==> config.mk <==
export PLATFORM = sky130hd
export DESIGN_NAME = spm_control_unit
export DESIGN_NICKNAME = d
export VERILOG_FILES = /design/src/rtl/spm_pkg.sv /design/src/rtl/spm_control_unit.sv
export SDC_FILE = /design/constraint.sdc
export NUM_CORES = 1
export LEC_CHECK = 0
export CORE_MARGIN = 1.5
export CORE_UTILIZATION = 38
export DETAILED_ROUTE_END_ITERATION = 7
export PLACE_DENSITY = 0.82
export SLEW_MARGIN = 30
export SYNTH_ARGS = -nofsm -noshare
export SYNTH_HDL_FRONTEND = slang
export SYNTH_SLANG_ARGS = --single-unit
==> constraint.sdc <==
create_clock -name clk -period 3 [get_ports clk]
set_input_delay 0.75 -clock clk [delete_from_list [all_inputs] [get_ports clk]]
set_output_delay 0.75 -clock clk [all_outputs]
set_load 0.01 [all_outputs]
==> src/rtl/spm_pkg.sv <==
// Shared encodings for the SPM CPU: opcodes, bus mux selects and the control FSM states.
package spm_pkg;

  localparam logic [3:0] OP_NOP = 4'd0;
  localparam logic [3:0] OP_ADD = 4'd1;
  localparam logic [3:0] OP_SUB = 4'd2;
  localparam logic [3:0] OP_AND = 4'd3;
  localparam logic [3:0] OP_NOT = 4'd4;
  localparam logic [3:0] OP_RD  = 4'd5;
  localparam logic [3:0] OP_WR  = 4'd6;
  localparam logic [3:0] OP_BR  = 4'd7;
  localparam logic [3:0] OP_BRZ = 4'd8;

  localparam logic [2:0] SEL_R0 = 3'd0;
  localparam logic [2:0] SEL_R1 = 3'd1;
  localparam logic [2:0] SEL_R2 = 3'd2;
  localparam logic [2:0] SEL_R3 = 3'd3;
  localparam logic [2:0] SEL_PC = 3'd4;

  localparam logic [1:0] SEL_ALU  = 2'd0;
  localparam logic [1:0] SEL_BUS1 = 2'd1;
  localparam logic [1:0] SEL_MEM  = 2'd2;

  typedef enum logic [3:0] {
    S_IDLE = 4'd0,
    S_FET1 = 4'd1,
    S_FET2 = 4'd2,
    S_DEC  = 4'd3,
    S_EX1  = 4'd4,
    S_RD1  = 4'd5,
    S_RD2  = 4'd6,
    S_WR1  = 4'd7,
    S_WR2  = 4'd8,
    S_BR1  = 4'd9,
    S_BR2  = 4'd10,
    S_HALT = 4'd11
  } state_t;

endpackage

==> src/rtl/spm_control_unit.sv <==
// Instruction-sequencing FSM for the SPM CPU: fetch, decode and execute of the 9-opcode set.
module spm_control_unit
  import spm_pkg::*;
#(
  parameter bit HALT_ON_ILLEGAL = 1'b1
) (
  input  logic       clk,
  input  logic       rst,
  input  logic [7:0] IR_OUT,
  input  logic       Z_OUT,
  output logic       load_R0,
  output logic       load_R1,
  output logic       load_R2,
  output logic       load_R3,
  output logic       load_PC,
  output logic       inc_PC,
  output logic       load_IR,
  output logic       load_Y,
  output logic       load_Z,
  output logic       load_addr,
  output logic [2:0] sel_mux1,
  output logic [1:0] sel_mux2,
  output logic [3:0] alu_op,
  output logic       mem_write,
  output logic       halted,
  output logic [3:0] state_dbg_o
);

  state_t     state_q, state_d;
  logic [3:0] opcode;
  logic [1:0] src, dest;
  logic [3:0] ld_r;

  assign opcode      = IR_OUT[7:4];
  assign src         = IR_OUT[3:2];
  assign dest        = IR_OUT[1:0];
  assign state_dbg_o = state_q;
  assign load_R0     = ld_r[0];
  assign load_R1     = ld_r[1];
  assign load_R2     = ld_r[2];
  assign load_R3     = ld_r[3];

  always_ff @(posedge clk or negedge rst) begin
    if (!rst) state_q <= S_IDLE;
    else      state_q <= state_d;
  end

  always_comb begin
    state_d = state_q;
    case (state_q)
      S_IDLE: state_d = S_FET1;
      S_FET1: state_d = S_FET2;
      S_FET2: state_d = S_DEC;
      S_DEC: begin
        case (opcode)
          OP_NOP:                 state_d = S_FET1;
          OP_ADD, OP_SUB, OP_AND: state_d = S_EX1;
          OP_NOT:                 state_d = S_FET1;
          OP_RD:                  state_d = S_RD1;
          OP_WR:                  state_d = S_WR1;
          OP_BR:                  state_d = S_BR1;
          OP_BRZ:                 state_d = Z_OUT ? S_BR1 : S_FET1;
          default:                state_d = HALT_ON_ILLEGAL ? S_HALT : S_FET1;
        endcase
      end
      S_EX1:   state_d = S_FET1;
      S_RD1:   state_d = S_RD2;
      S_RD2:   state_d = S_FET1;
      S_WR1:   state_d = S_WR2;
      S_WR2:   state_d = S_FET1;
      S_BR1:   state_d = S_BR2;
      S_BR2:   state_d = S_FET1;
      S_HALT:  state_d = S_HALT;
      default: state_d = S_IDLE;
    endcase
  end

  // Outputs are Moore except in S_DEC, where they depend on the opcode and Z_OUT.
  always_comb begin
    ld_r      = 4'b0000;
    load_PC   = 1'b0;
    inc_PC    = 1'b0;
    load_IR   = 1'b0;
    load_Y    = 1'b0;
    load_Z    = 1'b0;
    load_addr = 1'b0;
    sel_mux1  = SEL_R0;
    sel_mux2  = SEL_ALU;
    alu_op    = OP_NOP;
    mem_write = 1'b0;
    halted    = 1'b0;
    case (state_q)
      S_FET1: begin
        sel_mux1 = SEL_PC; sel_mux2 = SEL_BUS1; load_addr = 1'b1;
      end
      S_FET2: begin
        sel_mux2 = SEL_MEM; load_IR = 1'b1; inc_PC = 1'b1;
      end
      S_DEC: begin
        case (opcode)
          OP_ADD, OP_SUB, OP_AND: begin
            sel_mux1 = {1'b0, src}; sel_mux2 = SEL_BUS1; load_Y = 1'b1;
          end
          OP_NOT: begin
            sel_mux1 = {1'b0, src}; sel_mux2 = SEL_ALU; alu_op = OP_NOT;
            load_Z = 1'b1; ld_r = 4'b0001 << dest;
          end
          OP_RD, OP_WR, OP_BR: begin
            sel_mux1 = SEL_PC; sel_mux2 = SEL_BUS1; load_addr = 1'b1;
          end
          OP_BRZ: begin
            if (Z_OUT) begin
              sel_mux1 = SEL_PC; sel_mux2 = SEL_BUS1; load_addr = 1'b1;
            end else begin
              inc_PC = 1'b1;
            end
          end
          default: ;
        endcase
      end
      S_EX1: begin
        sel_mux1 = {1'b0, dest}; sel_mux2 = SEL_ALU; alu_op = opcode;
        load_Z = 1'b1; ld_r = 4'b0001 << dest;
      end
      S_RD1, S_WR1: begin
        sel_mux2 = SEL_MEM; load_addr = 1'b1; inc_PC = 1'b1;
      end
      S_RD2: begin
        sel_mux2 = SEL_MEM; ld_r = 4'b0001 << dest;
      end
      S_WR2: begin
        sel_mux1 = {1'b0, src}; mem_write = 1'b1;
      end
      S_BR1: begin
        sel_mux2 = SEL_MEM; load_addr = 1'b1;
      end
      S_BR2: begin
        sel_mux2 = SEL_MEM; load_PC = 1'b1;
      end
      S_HALT: halted = 1'b1;
      default: ;
    endcase
  end

endmodule

==> results <==
path summary, 6_finish.rpt:
| path | startpoint | to | slack, ps | cells past startpoint |
|---|---|---|---|---|
| worst max register to register | state_dbg_o[3] | state_dbg_o[1] | 1630 | 4 |
| max in group asynchronous | rst | state_dbg_o[1] | 2090 | 1 |
| min in group clk | state_dbg_o[0] | state_dbg_o[2] | 720 | 1 |
| worst min register to register | state_dbg_o[0] | state_dbg_o[2] | 720 | 1 |
| worst max-delay path | IR_OUT[4] | inc_PC | 70 | 5 |
| worst min-delay path | rst | state_dbg_o[2] | 720 | 1 |
cell usage after synthesis, types with 3 or more instances:
master / instances
dfrtp_1: 4
nor3_1: 4
a32o_1: 3
nand2b_1: 3
and3_1: 3
a31oi_1: 3
nor2_1: 7
a21oi_1: 4
o211ai_1: 3
nor2b_1: 6
nor3b_1: 4
clkbuf_1: 6
nand2_1: 8
placed cells by master, fill, tap and decap left out, types with 2 or more instances in the layout:
| master | Yosys | routed |
|---|---|---|
| dfrtp_1 | 4 | 4 |
| clkbuf_2 | 0 | 2 |
| clkdlybuf4s50_1 | 0 | 20 |
| nor3b_1 | 4 | 3 |
| clkbuf_4 | 0 | 3 |
| a32o_1 | 3 | 3 |
| nand2_1 | 8 | 8 |
| o211ai_1 | 3 | 3 |
| buf_4 | 0 | 11 |
| a31oi_1 | 3 | 3 |
| nor3_1 | 4 | 4 |
| buf_2 | 0 | 2 |
| nor4_1 | 2 | 2 |
| nand2b_1 | 3 | 3 |
| nor2_1 | 7 | 6 |
| nor2b_1 | 6 | 6 |
| dlygate4sd2_1 | 0 | 11 |
| and3_1 | 3 | 3 |
| a22o_1 | 2 | 2 |
| a21oi_1 | 4 | 4 |
timing repair:
action | CTS | global route
pin swaps | 3 | 0
hold buffers | 0 | 0
setup endpoints to repair | 13 | 3
resized for setup | 26 | 5
cells by family after synthesis:
family,synth area share (%)
simple gates,44.5
compound gates,31.9
buf+inv,4.58
flops,17.5
xor+xnor,1.53
layout make-up:
cell class / count / area, um2
well taps: 15 / 18.8
flip-flops and latches: 4 / 100
repair buffers: 46 / 399
clock buffers: 3 / 22.5
fillers: 111 / 328
multi-input cells: 70 / 478
inverters: 1 / 3.75
metrics by stage:
| stage | setup TNS [ps] | hold WS (ps) | utilization (%) | cell area [um2] |
|---|---|---|---|---|
| floorplan | 0 | 454 | - | 573 |
| global placement | -3200 | 676 | 74.2 | 1000 |
| detailed placement | -3580 | 706 | 74.2 | 1000 |
| CTS | 0 | 713 | 76.7 | 1040 |
| global route | 0 | 716 | 75.7 | 1020 |
| finish | 0 | 718 | 75.7 | 1020 |
power by group through the flow:
stage | combinational, W | sequential [W] | clock (W)
finish | 0.000603 | 0.000113 | 0.0000700
floorplan | 0.000323 | 0.000115 | 0
detailed placement | 0.000622 | 0.000111 | 0
CTS | 0.000600 | 0.000112 | 0.0000707
global route | 0.000648 | 0.000118 | 0.0000773
global placement | 0.000610 | 0.000112 | 0
layer usage:
layer  part of all wire, %  up-vias  wire [um]  track usage (%)
li1                      -      395          -                -
met1                    39      365        795             26.9
met2                    49       54        999             42.5
met3                   8.3        9        168             2.61
met4                   3.2        0         65             14.2
met5                     0        -          0                0
==> results.json <==
{
  "crit_family": "buffers and inverters",
  "crit_fanout": 3,
  "synthCells": 81,
  "h-tree-depth": 1,
  "crit_type": "input pin to primary output",
  "rows": 13,
  "port_buffers": 35,
  "antennaDiodeCount": 0,
  "fin_crit_sh_pct": 97.7,
  "seq_power_share_pct": 14.4,
  "cp-end-kind": "primary output",
  "hold_viol": 0,
  "ys.flop_type": "dfrtp_1",
  "grt_overflow": 0,
  "ys_top_cells_by_area": "dfrtp_1 17%, nor2b_1 6.6%, a32o_1 5.2%",
  "instances_no_fill": 139,
  "synth-edff-count": 0,
  "clk_pin_slew_ps": 50,
  "largest_reg_flops": 4,
  "tritoncts": "built",
  "async_flop_share_pct": 100,
  "syn-cell-area_um2": 573,
  "synth_top_cell_by_area": "dfrtp_1",
  "post-place-ws_ps": -469,
  "setup_slack_ps": 68.0,
  "dieArea_um2": 1750,
  "max_freq_mhz": 341,
  "slowest_delay_ps": 410,
  "die_width_um": 41.8,
  "min-delay-path-class": "input pin to async pin",
  "synth.avg_cell_area_um2": 7.07,
  "first_iter_violations": 34,
  "drive_gt1_share_pct": 21.0,
  "status": "finished, final reports clean",
  "required_ps": 2250,
  "start_util_pct": 42.4,
  "syn_nets": 92,
  "fin_crit_ps": 2930,
  "die_y_um": 41.8,
  "yosysTopAreaCellShare_pct": 17.5,
  "setup_viol": 0,
  "total_leakage_power_nw": 0.449,
  "crit_path_start_kind": "input pin",
  "clock_path_buffers": 2,
  "io-pin-count": 36,
  "dr_total_vias": 823,
  "path_cells": "clkdlybuf4s50_1, or2_2, o41ai_2, a32o_1, dlygate4sd2_1",
  "ir_drop_mv": 0.418,
  "tightest_slew_ps": 374,
  "slowest_stage": "clkdlybuf4s50_1",
  "skew_ps": 12.5,
  "gp_congestion": 0.837,
  "cts-root-buf": "clkbuf_4",
  "p_int_w": 0.000423,
  "cts_buffers": 3,
  "cap_violations": 0,
  "antenna_found_initial": 0,
  "avgRoutedWirePerCell_um": 14.6,
  "synth.distinct_cells": 34,
  "areaGrowthSynthToFinish_pct": 78.4,
  "p_per_area_nw_per_um2": 769,
  "p_clk_share_pct": 8.9,
  "post_cts_buffers": 0,
  "clock-sinks": 4,
  "grt_pass1_vias": 787,
  "placed_cells": 136,
  "grt_max_degree": 17,
  "arrival_ps": 2180,
  "yosysWarnings": 0,
  "drv_slew": 0,
  "p_sw_share_pct": 46.3,
  "total_power_w": 0.000786,
  "p_comb_share_pct": 76.7,
  "relSlewSlack_pct": 74.7,
  "hpwl_mm": 1.53,
  "grt_pass1_wl_mm": 3.30,
  "drt_wl_total_mm": 2.03,
  "avgViaCountPerCell": 5.92,
  "drt_pass1_iterations": 5,
  "core_area_um2": 1350,
  "synth_seq_cells": 4,
  "power.switching_w": 0.000364,
  "layout.nets": 137,
  "clock_latency_ps": 240,
  "yosysSeqAreaShare_pct": 17.5,
  "rsz0062_at_grt": "no",
  "groute.usage.overall_pct": 23.9,
  "worst-path-buf-inv": 2,
  "route.detailed.drc": 0,
  "ant_nets": 0
}
Power figures use the tool's default switching activity.
